$ cat config.mk
export PLATFORM = sky130hd
export DESIGN_NAME = uart_tx_arbiter_flat
export DESIGN_NICKNAME = d
export VERILOG_FILES = /design/src/rtl/uart_tx_arbiter_if.sv /design/src/rtl/uart_tx_arbiter.sv /design/src/flat_wrapper.sv
export SDC_FILE = /design/constraint.sdc
export NUM_CORES = 1
export LEC_CHECK = 0
export ABC_AREA = 1
export CAP_MARGIN = 5
export CORE_ASPECT_RATIO = 1.25
export CORE_MARGIN = 8
export CORE_UTILIZATION = 36
export CTS_CLUSTER_SIZE = 20
export DETAILED_ROUTE_END_ITERATION = 8
export HOLD_SLACK_MARGIN = 0.03
export PLACE_DENSITY = 0.65
export SYNTH_ARGS = -nofsm -noshare
export SYNTH_HDL_FRONTEND = slang
export SYNTH_SLANG_ARGS = --single-unit
$ cat constraint.sdc
create_clock -name clock -period 1.42 [get_ports clock]
set_input_delay 0.142 -clock clock [delete_from_list [all_inputs] [get_ports clock]]
set_output_delay 0.142 -clock clock [all_outputs]
set_load 0.01 [all_outputs]
$ cat src/rtl/uart_tx_arbiter_if.sv
// Requester, transmitter and status signals of the two-requester UART TX arbiter.
// The master modport is the system side (requesters plus UART); the slave modport is the arbiter.
interface uart_tx_arbiter_if #(
  parameter int DATA_WIDTH = 8
);
  logic [DATA_WIDTH-1:0] req0_data;
  logic                  req0_valid;
  logic                  req0_last;
  logic                  req0_ready;

  logic [DATA_WIDTH-1:0] req1_data;
  logic                  req1_valid;
  logic                  req1_last;
  logic                  req1_ready;

  logic [DATA_WIDTH-1:0] tx_data;
  logic                  tx_valid;
  logic                  tx_ready;

  logic [1:0]            grant;
  logic                  timeout_pulse;

  modport master (
    output req0_data, req0_valid, req0_last,
    output req1_data, req1_valid, req1_last,
    output tx_ready,
    input  req0_ready, req1_ready,
    input  tx_data, tx_valid,
    input  grant, timeout_pulse
  );

  modport slave (
    input  req0_data, req0_valid, req0_last,
    input  req1_data, req1_valid, req1_last,
    input  tx_ready,
    output req0_ready, req1_ready,
    output tx_data, tx_valid,
    output grant, timeout_pulse
  );
endinterface

$ cat src/rtl/uart_tx_arbiter.sv
// Packet-level arbiter sharing one UART transmitter between two byte-stream requesters.
// A grant is held for a whole packet (until a transfer flagged last) or revoked after
// IDLE_TIMEOUT consecutive cycles in which the owner presents no byte. Every release
// passes through one IDLE cycle and hands priority to the other requester.
module uart_tx_arbiter #(
  parameter int DATA_WIDTH   = 8,
  parameter int IDLE_TIMEOUT = 1024
) (
  input logic              clock,
  input logic              reset,
  uart_tx_arbiter_if.slave bus
);

  localparam int CNT_W = $clog2(IDLE_TIMEOUT) + 1;
  localparam logic [CNT_W-1:0] STALL_MAX  = CNT_W'(IDLE_TIMEOUT);
  localparam logic [CNT_W-1:0] STALL_LAST = CNT_W'(IDLE_TIMEOUT - 1);

  typedef enum logic [1:0] {
    IDLE   = 2'd0,
    GRANT0 = 2'd1,
    GRANT1 = 2'd2
  } state_t;

  state_t                state;
  logic [1:0]            grant_q;
  logic                  timeout_q;
  logic                  prio;        // 0: req0 wins a tie, 1: req1 wins a tie
  logic [CNT_W-1:0]      stall_cnt;

  logic [DATA_WIDTH-1:0] tx_data_c;
  logic                  tx_valid_c;
  logic                  req0_ready_c;
  logic                  req1_ready_c;
  logic                  sel_last_c;
  logic                  xfer;

  // Saturating increment so the stall counter can never wrap.
  function automatic logic [CNT_W-1:0] sat_inc(input logic [CNT_W-1:0] cnt);
    logic [CNT_W-1:0] nxt;
    nxt = (cnt >= STALL_MAX) ? cnt : cnt + CNT_W'(1);
    return nxt;
  endfunction

  // Zero-latency routing of the granted requester; the other requester is fully masked.
  always_comb begin
    tx_data_c    = '0;
    tx_valid_c   = 1'b0;
    req0_ready_c = 1'b0;
    req1_ready_c = 1'b0;
    sel_last_c   = 1'b0;
    case (state)
      GRANT0: begin
        tx_data_c    = bus.req0_data;
        tx_valid_c   = bus.req0_valid;
        req0_ready_c = bus.tx_ready;
        sel_last_c   = bus.req0_last;
      end
      GRANT1: begin
        tx_data_c    = bus.req1_data;
        tx_valid_c   = bus.req1_valid;
        req1_ready_c = bus.tx_ready;
        sel_last_c   = bus.req1_last;
      end
      default: begin
        tx_data_c = '0;
      end
    endcase
  end

  assign xfer = tx_valid_c & bus.tx_ready;

  // Arbitration FSM: grant selection, packet/timeout release, stall tracking, priority flip.
  always_ff @(posedge clock or negedge reset) begin
    if (!reset) begin
      state     <= IDLE;
      grant_q   <= 2'b00;
      timeout_q <= 1'b0;
      prio      <= 1'b0;
      stall_cnt <= '0;
    end else begin
      timeout_q <= 1'b0;
      case (state)
        IDLE: begin
          stall_cnt <= '0;
          if (bus.req0_valid && (!bus.req1_valid || !prio)) begin
            state   <= GRANT0;
            grant_q <= 2'b01;
          end else if (bus.req1_valid) begin
            state   <= GRANT1;
            grant_q <= 2'b10;
          end
        end
        GRANT0, GRANT1: begin
          if (xfer) begin
            stall_cnt <= '0;
            if (sel_last_c) begin
              state   <= IDLE;
              grant_q <= 2'b00;
              prio    <= (state == GRANT0);
            end
          end else if (!tx_valid_c) begin
            // Only an absent byte is a stall; a byte held off by tx_ready is not.
            if (stall_cnt == STALL_LAST) begin
              state     <= IDLE;
              grant_q   <= 2'b00;
              timeout_q <= 1'b1;
              prio      <= (state == GRANT0);
              stall_cnt <= '0;
            end else begin
              stall_cnt <= sat_inc(stall_cnt);
            end
          end
        end
        default: begin
          state     <= IDLE;
          grant_q   <= 2'b00;
          stall_cnt <= '0;
        end
      endcase
    end
  end

  assign bus.tx_data       = tx_data_c;
  assign bus.tx_valid      = tx_valid_c;
  assign bus.req0_ready    = req0_ready_c;
  assign bus.req1_ready    = req1_ready_c;
  assign bus.grant         = grant_q;
  assign bus.timeout_pulse = timeout_q;

endmodule

$ cat src/flat_wrapper.sv
// flat-port wrapper written by rule: the top's interface ports become plain ports
module uart_tx_arbiter_flat 
#(
  parameter int DATA_WIDTH   = 8,
  parameter int IDLE_TIMEOUT = 1024
)
  (clock, reset, bus_req0_data, bus_req0_valid, bus_req0_last, bus_req1_data, bus_req1_valid, bus_req1_last, bus_tx_ready, bus_req0_ready, bus_req1_ready, bus_tx_data, bus_tx_valid, bus_grant, bus_timeout_pulse);
  uart_tx_arbiter_if #(.DATA_WIDTH(DATA_WIDTH)) bus_i ();
  input logic clock;
  input logic reset;
  input wire logic [$bits(bus_i.req0_data)-1:0] bus_req0_data;
  input wire logic [$bits(bus_i.req0_valid)-1:0] bus_req0_valid;
  input wire logic [$bits(bus_i.req0_last)-1:0] bus_req0_last;
  input wire logic [$bits(bus_i.req1_data)-1:0] bus_req1_data;
  input wire logic [$bits(bus_i.req1_valid)-1:0] bus_req1_valid;
  input wire logic [$bits(bus_i.req1_last)-1:0] bus_req1_last;
  input wire logic [$bits(bus_i.tx_ready)-1:0] bus_tx_ready;
  output wire logic [$bits(bus_i.req0_ready)-1:0] bus_req0_ready;
  output wire logic [$bits(bus_i.req1_ready)-1:0] bus_req1_ready;
  output wire logic [$bits(bus_i.tx_data)-1:0] bus_tx_data;
  output wire logic [$bits(bus_i.tx_valid)-1:0] bus_tx_valid;
  output wire logic [$bits(bus_i.grant)-1:0] bus_grant;
  output wire logic [$bits(bus_i.timeout_pulse)-1:0] bus_timeout_pulse;
  assign bus_i.req0_data = bus_req0_data;
  assign bus_i.req0_valid = bus_req0_valid;
  assign bus_i.req0_last = bus_req0_last;
  assign bus_i.req1_data = bus_req1_data;
  assign bus_i.req1_valid = bus_req1_valid;
  assign bus_i.req1_last = bus_req1_last;
  assign bus_i.tx_ready = bus_tx_ready;
  assign bus_req0_ready = bus_i.req0_ready;
  assign bus_req1_ready = bus_i.req1_ready;
  assign bus_tx_data = bus_i.tx_data;
  assign bus_tx_valid = bus_i.tx_valid;
  assign bus_grant = bus_i.grant;
  assign bus_timeout_pulse = bus_i.timeout_pulse;
  uart_tx_arbiter #(.DATA_WIDTH(DATA_WIDTH), .IDLE_TIMEOUT(IDLE_TIMEOUT)) u_core (.clock(clock), .reset(reset), .bus(bus_i));
endmodule
# Word level (Yosys, flattened, before mapping)
# Index checks and enable logic that the tools add are counted.
# classes
n_addsub,1
magnitude_cmp,1
eq_ne,10
n_mux,25
bitwise,1
reduce_logical,10
# op_table
cell,n
$mux 11,5
$pmux 8 s2,1
$mux 2,6
$add 11x1->11 const B,1
$eq 11x10->1 const B,1
$ge 11x11->1 const B,1
$mux 1,10
$reduce_and 4->1,2
$ne 3x2->1 const B,2
$ne 4x2->1 const B,1
$pmux 1 s2,2
$pmux 2 s2,1
$ne 3x1->1 const B,1
$ne 3x3->1 const B,1
$eq 2x1->1 const B,1
$eq 2x2->1 const B,1
$logic_not 1->1,2
$logic_not 2->1,1
$ne 2x1->1 const B,1
$ne 2x2->1 const B,1
$reduce_and 2->1,1
$reduce_bool 2->1,1
$reduce_or 2->1,1
$and 1x1->1,1
other kinds (2),2
# word_totals
ff_bits,15
in_bits,23
output_inout_bits,14
elab_cells,52

# Logic depth before layout (Yosys ltp)
# logic_depth
ltp_word,6
ltp_mapped,10
mapped_depth_nobuf,10

# Least setup slack after synthesis
# Ideal clock, no wire load.
# synth_path
path_kind,reg-to-reg
startpoint,reg u_core.state[0]
endpoint,reg u_core.state[0]
setup_time_ns,0.117
arrival_ns,1.466
required_time_ns,1.303
setup_slack_ns,-0.163
path_stages_with_launch,9
path_buffers,1
period_less_slack_ns,1.583
path_cell_list,dfrtp_1 inv_1 ha_1 inv_2 buf_6 a21oi_4 nand2_4 nand4_1 nand2_1
# synth_between
elab_chain_len,5
word_cells_on_any_way,14
classes_between,eq/ne (6); mux (4); bitwise (1); reduce/logical (3)
# synth_rtl
item,line_no,rtl
from (decl),uart_tx_arbiter.sv:24,state_t state;
from (signal assigned),uart_tx_arbiter.sv:75,state <= IDLE;
from (signal assigned),uart_tx_arbiter.sv:86,state <= GRANT0;
from (signal assigned),uart_tx_arbiter.sv:89,state <= GRANT1;
$eq 2x2->1 or $eq 2x1->1 (tied branches),uart_tx_arbiter.sv:51,case (state)
$pmux 1 s2 *,uart_tx_arbiter.sv:51,
via bus_tx_valid,flat_wrapper.sv:21,output wire logic [$bits(bus_i.tx_valid)-1:0] bus_tx_valid;
$and 1x1->1,uart_tx_arbiter.sv:70,assign xfer = tx_valid_c & bus.tx_ready;
$ne 3x2->1 (no source line) (tied with other cells),n/a,
$reduce_and 4->1 (no source line) or $pmux 2 s2 (tied branches),n/a,
# The timed path passes the listed nets; every way through them passes the cells marked *.
# A chain may end at the register's enable or synchronous reset.

# Worst setup path in the final report
# layout_path
startpoint,reg u_core.state[1]
endpoint,reg u_core.stall_cnt[4]
# layout_between
elab_chain_len,5
word_cells_on_any_way,10
classes_between,eq/ne (4); mux (3); bitwise (1); reduce/logical (2)
# layout_rtl
item,line_no,rtl
$eq 2x2->1 or $eq 2x1->1 (tied branches),"uart_tx_arbiter.sv:51, uart_tx_arbiter.sv:82",
$pmux 1 s2,uart_tx_arbiter.sv:51,
$and 1x1->1,uart_tx_arbiter.sv:70,
$ne 4x2->1 (no source line) (tied with other cells),n/a,
$reduce_and 2->1 (no source line) or $mux 11 (tied branches),n/a,
to (signal assigned),uart_tx_arbiter.sv:110,stall_cnt <= sat_inc(stall_cnt);
to (decl),uart_tx_arbiter.sv:28,logic [CNT_W-1:0] stall_cnt;
# Parallel ways exist; a longest one is shown, timed or not.

==> metrics.cfg <==
[timing]
final_max_slew_viol_count=0
setup_viol=24
period_needed_ns=1.67
rsz0062_at_grt=yes
worst_slew_pin_slew_ns=0.292
hold_viol_final=0
fin_ws_ns=-0.253
fmax_mhz=598
fin_crit_sh_pct=118
finClkSkew_ns=0.0112
max_slew_margin_pct=80.4

[cells_and_area]
fillCellCount=215
drive_above_1_share_pct=45.7
finish.instance_area_um2=2040
syn2layout_area_growth_pct=83.1
final_core_utilization_pct=69.2
fin_cells=268
fin_nets=260
antenna_cells=0

[placement]
place_congestion=0.810
port_buffers=36
dpl.hpwl_mm=2.52
place_area_um2=1690
placed_cells=248

[setup_path]
critPathLaunchType=flop
ff2ff_path_depth=10
cp_data_required_time_ns=1.60
reg2reg_from=u_core.state[1]
rr_endpoint=u_core.stall_cnt[4]
crit_fanout=5
arrival_ns=1.85
endpoint_kind=flop
crit_chain=buf_6, ha_4, buf_6, nand2_4, buf_12, nand2_8, nand2_8, nand3_4, a21oi_1, nor2_2
crit_start=u_core.state[1]
cp_slowest_stage_delay_ns=0.41
cpMaxStageDelayCell=dfrtp_1
crit_type=flop to flop
r2r_slack_ns=-0.25

[floorplanning]
core_um2=2950
die-area_um2=5140
start_util_pct=37.8
die_w_um=65.7
io_pins=37
num_rows=22
die_h_um=78.1

[yosys]
synth_top_area_share_pct=33.7
netlist_instances=159
yosysSeqAreaShare_pct=33.7
ys_ff_latch=15
async_flop_share_pct=100
syn-num-nets=186
yosys.area.top_type=dfrtp_1
synthFlopType=dfrtp_1
synth_common_cells=nand2_1, nor2_1, inv_1, dfrtp_1, a21oi_1
syn_avg_cell_area_um2=7.00
synth_area_um2=1110
synth_edf_count=0
synthTopCellsByArea=dfrtp_1, nand2_1, a21oi_1, nor2_1, inv_1
synth_most_common_cell=nand2_1
synth.distinct_cells=20
synth_warnings=0

[clocking]
clock_latency_ns=0.30
htree_levels=1
cts_root_buffer=clkbuf_4
cts.sinks=15
cts_tree=done
cts_hold_buf=0
cts.path.max_buffers=2
numCtsBuffers=3
path_clk_slew_ns=0.10

[pwr]
p_clk_share_pct=7.2
p_switching_mw=1.73
cellPowerDensity_nw_per_um2=1760
p_comb_share_pct=78.0
pwr-share-seq_pct=14.8
vdd_drop_max_uv=1640
leakagePower_nw=0.914
p_total_mw=3.59
swShare_pct=48.1
p_int_mw=1.86

[detailed_routing]
antenna_left=0
drtIter0Drc=57
viasPerCell=5.10
route.vias.total=1366
drt-total-wl_mm=3.87
post-route-drc-count=0
wl_per_cell_um=14.4
drtPass1Iterations=4

[status]
status=finished with violations
violations=negative setup slack

[global_routing]
grt_overflow=0
grt_start_max_net_pins=16
grt_pass1_wl_mm=6.35
grt_pass1_vias=1491
antenna_found_initial=0
track_usage_pct=15.5

[job]
cap_violations=0

[hold_path]
hp-class=input pin to async pin

==> critical path, delay by kind of cell (launching register included) <==
family                   cells  cell delay, ns
AO/OA/AOI/OAI                1            0.20
adder cells (fa/ha/maj)      1            0.17
buffers and inverters        3            0.36
AND/OR/NAND/NOR              5            0.41
flip-flops                   1            0.41
==> power by group through the flow <==
| stage | Sequential (mW) | Combinational [mW] | Clock, mW |
|---|---|---|---|
| 2_1_floorplan | 0.563 | 1.13 | 0 |
| 3_5_place_dp | 0.546 | 1.91 | 0 |
| 4_1_cts | 0.535 | 2.48 | 0.256 |
| 6_report | 0.533 | 2.80 | 0.258 |
| 3_3_place_gp | 0.543 | 1.89 | 0 |
| 5_1_grt | 0.541 | 3.01 | 0.283 |
==> how the worst max path moves through the flow <==
stage / cells past startpoint / slack [ns] / endpoint
floorplan: 9 / -0.05 / u_core.stall_cnt[2]
global placement: 5 / -0.32 / bus_tx_data[7]
detailed placement: 9 / -0.37 / u_core.stall_cnt[4]
CTS: 11 / -0.25 / u_core.stall_cnt[4]
global route: 11 / -0.32 / u_core.stall_cnt[2]
finish: 10 / -0.25 / u_core.stall_cnt[4]
==> placed cells by master, fill, tap and decap left out, types with 3 or more instances in the layout <==
master / count
nand2_1: 33
buf_4: 25
clkdlybuf4s50_1: 23
nand2_2: 15
dfrtp_1: 15
inv_1: 13
nor2_1: 12
buf_6: 9
buf_2: 9
nand3_1: 8
a21oi_2: 7
a21oi_1: 7
nand2_4: 7
nor2_2: 6
nand4_1: 5
nand3_4: 4
nand3_2: 4
inv_2: 3
nand2_8: 3
o21ai_1: 3
nor3_1: 3
ha_4: 3
clkbuf_4: 3
==> cell families (layout without fill, tap and decap cells) <==
group	after synthesis	count (layout)	synth area share, %
buffers and inverters	21	92	8.55
adders and majority gates	4	4	4.50
and+or+nand+nor	99	101	42.0
DFF	15	15	33.7
AOI/OAI and AO/OA	20	20	11.2
==> final cells by class <==
type                            instances  area (um^2)  share of cell area [%]
Multi-Input combinational cell        125          891                    43.7
Clock buffer                            4         26.3                    1.29
Tap cell                               36         45.0                    2.21
Timing Repair Buffer                   70          619                    30.4
Inverter                               17         71.3                    3.50
Sequential cell                        15          375                    18.4
Timing Repair inverter                  1         8.76                   0.430
==> through the flow <==
stage / hold WS, ns / worst slack [ns] / TNS, ns
after floorplan: -0.154 / -0.0457 / -0.671
after global placement: 0.463 / -0.316 / -6.25
after detailed placement: 0.478 / -0.368 / -6.67
after CTS: 0.161 / -0.252 / -4.43
after global routing: 0.166 / -0.319 / -6.52
final: 0.154 / -0.253 / -4.92
==> per-layer routing <==
layer	vias to the layer above	global-route usage, %	share of wire, %
met5	-	0	0
met4	0	7.22	2.5
met3	11	5.97	9.2
met2	57	27.0	51
met1	633	15.8	37
li1	665	-	-
==> sequential cells by signal, indices dropped and copies added, names as in the netlist <==
register                  count
u_core.bus.timeout_pulse      1
u_core.prio                   1
u_core.stall_cnt             11
u_core.state                  2
==> timing repair <==
item                       4_1_cts  5_1_grt
gates cloned                     3        0
pin swaps                       18       23
setup endpoints to repair       28       26
buffers inserted                12        1
resized for setup               76       38
Power figures use the tool's default switching activity.
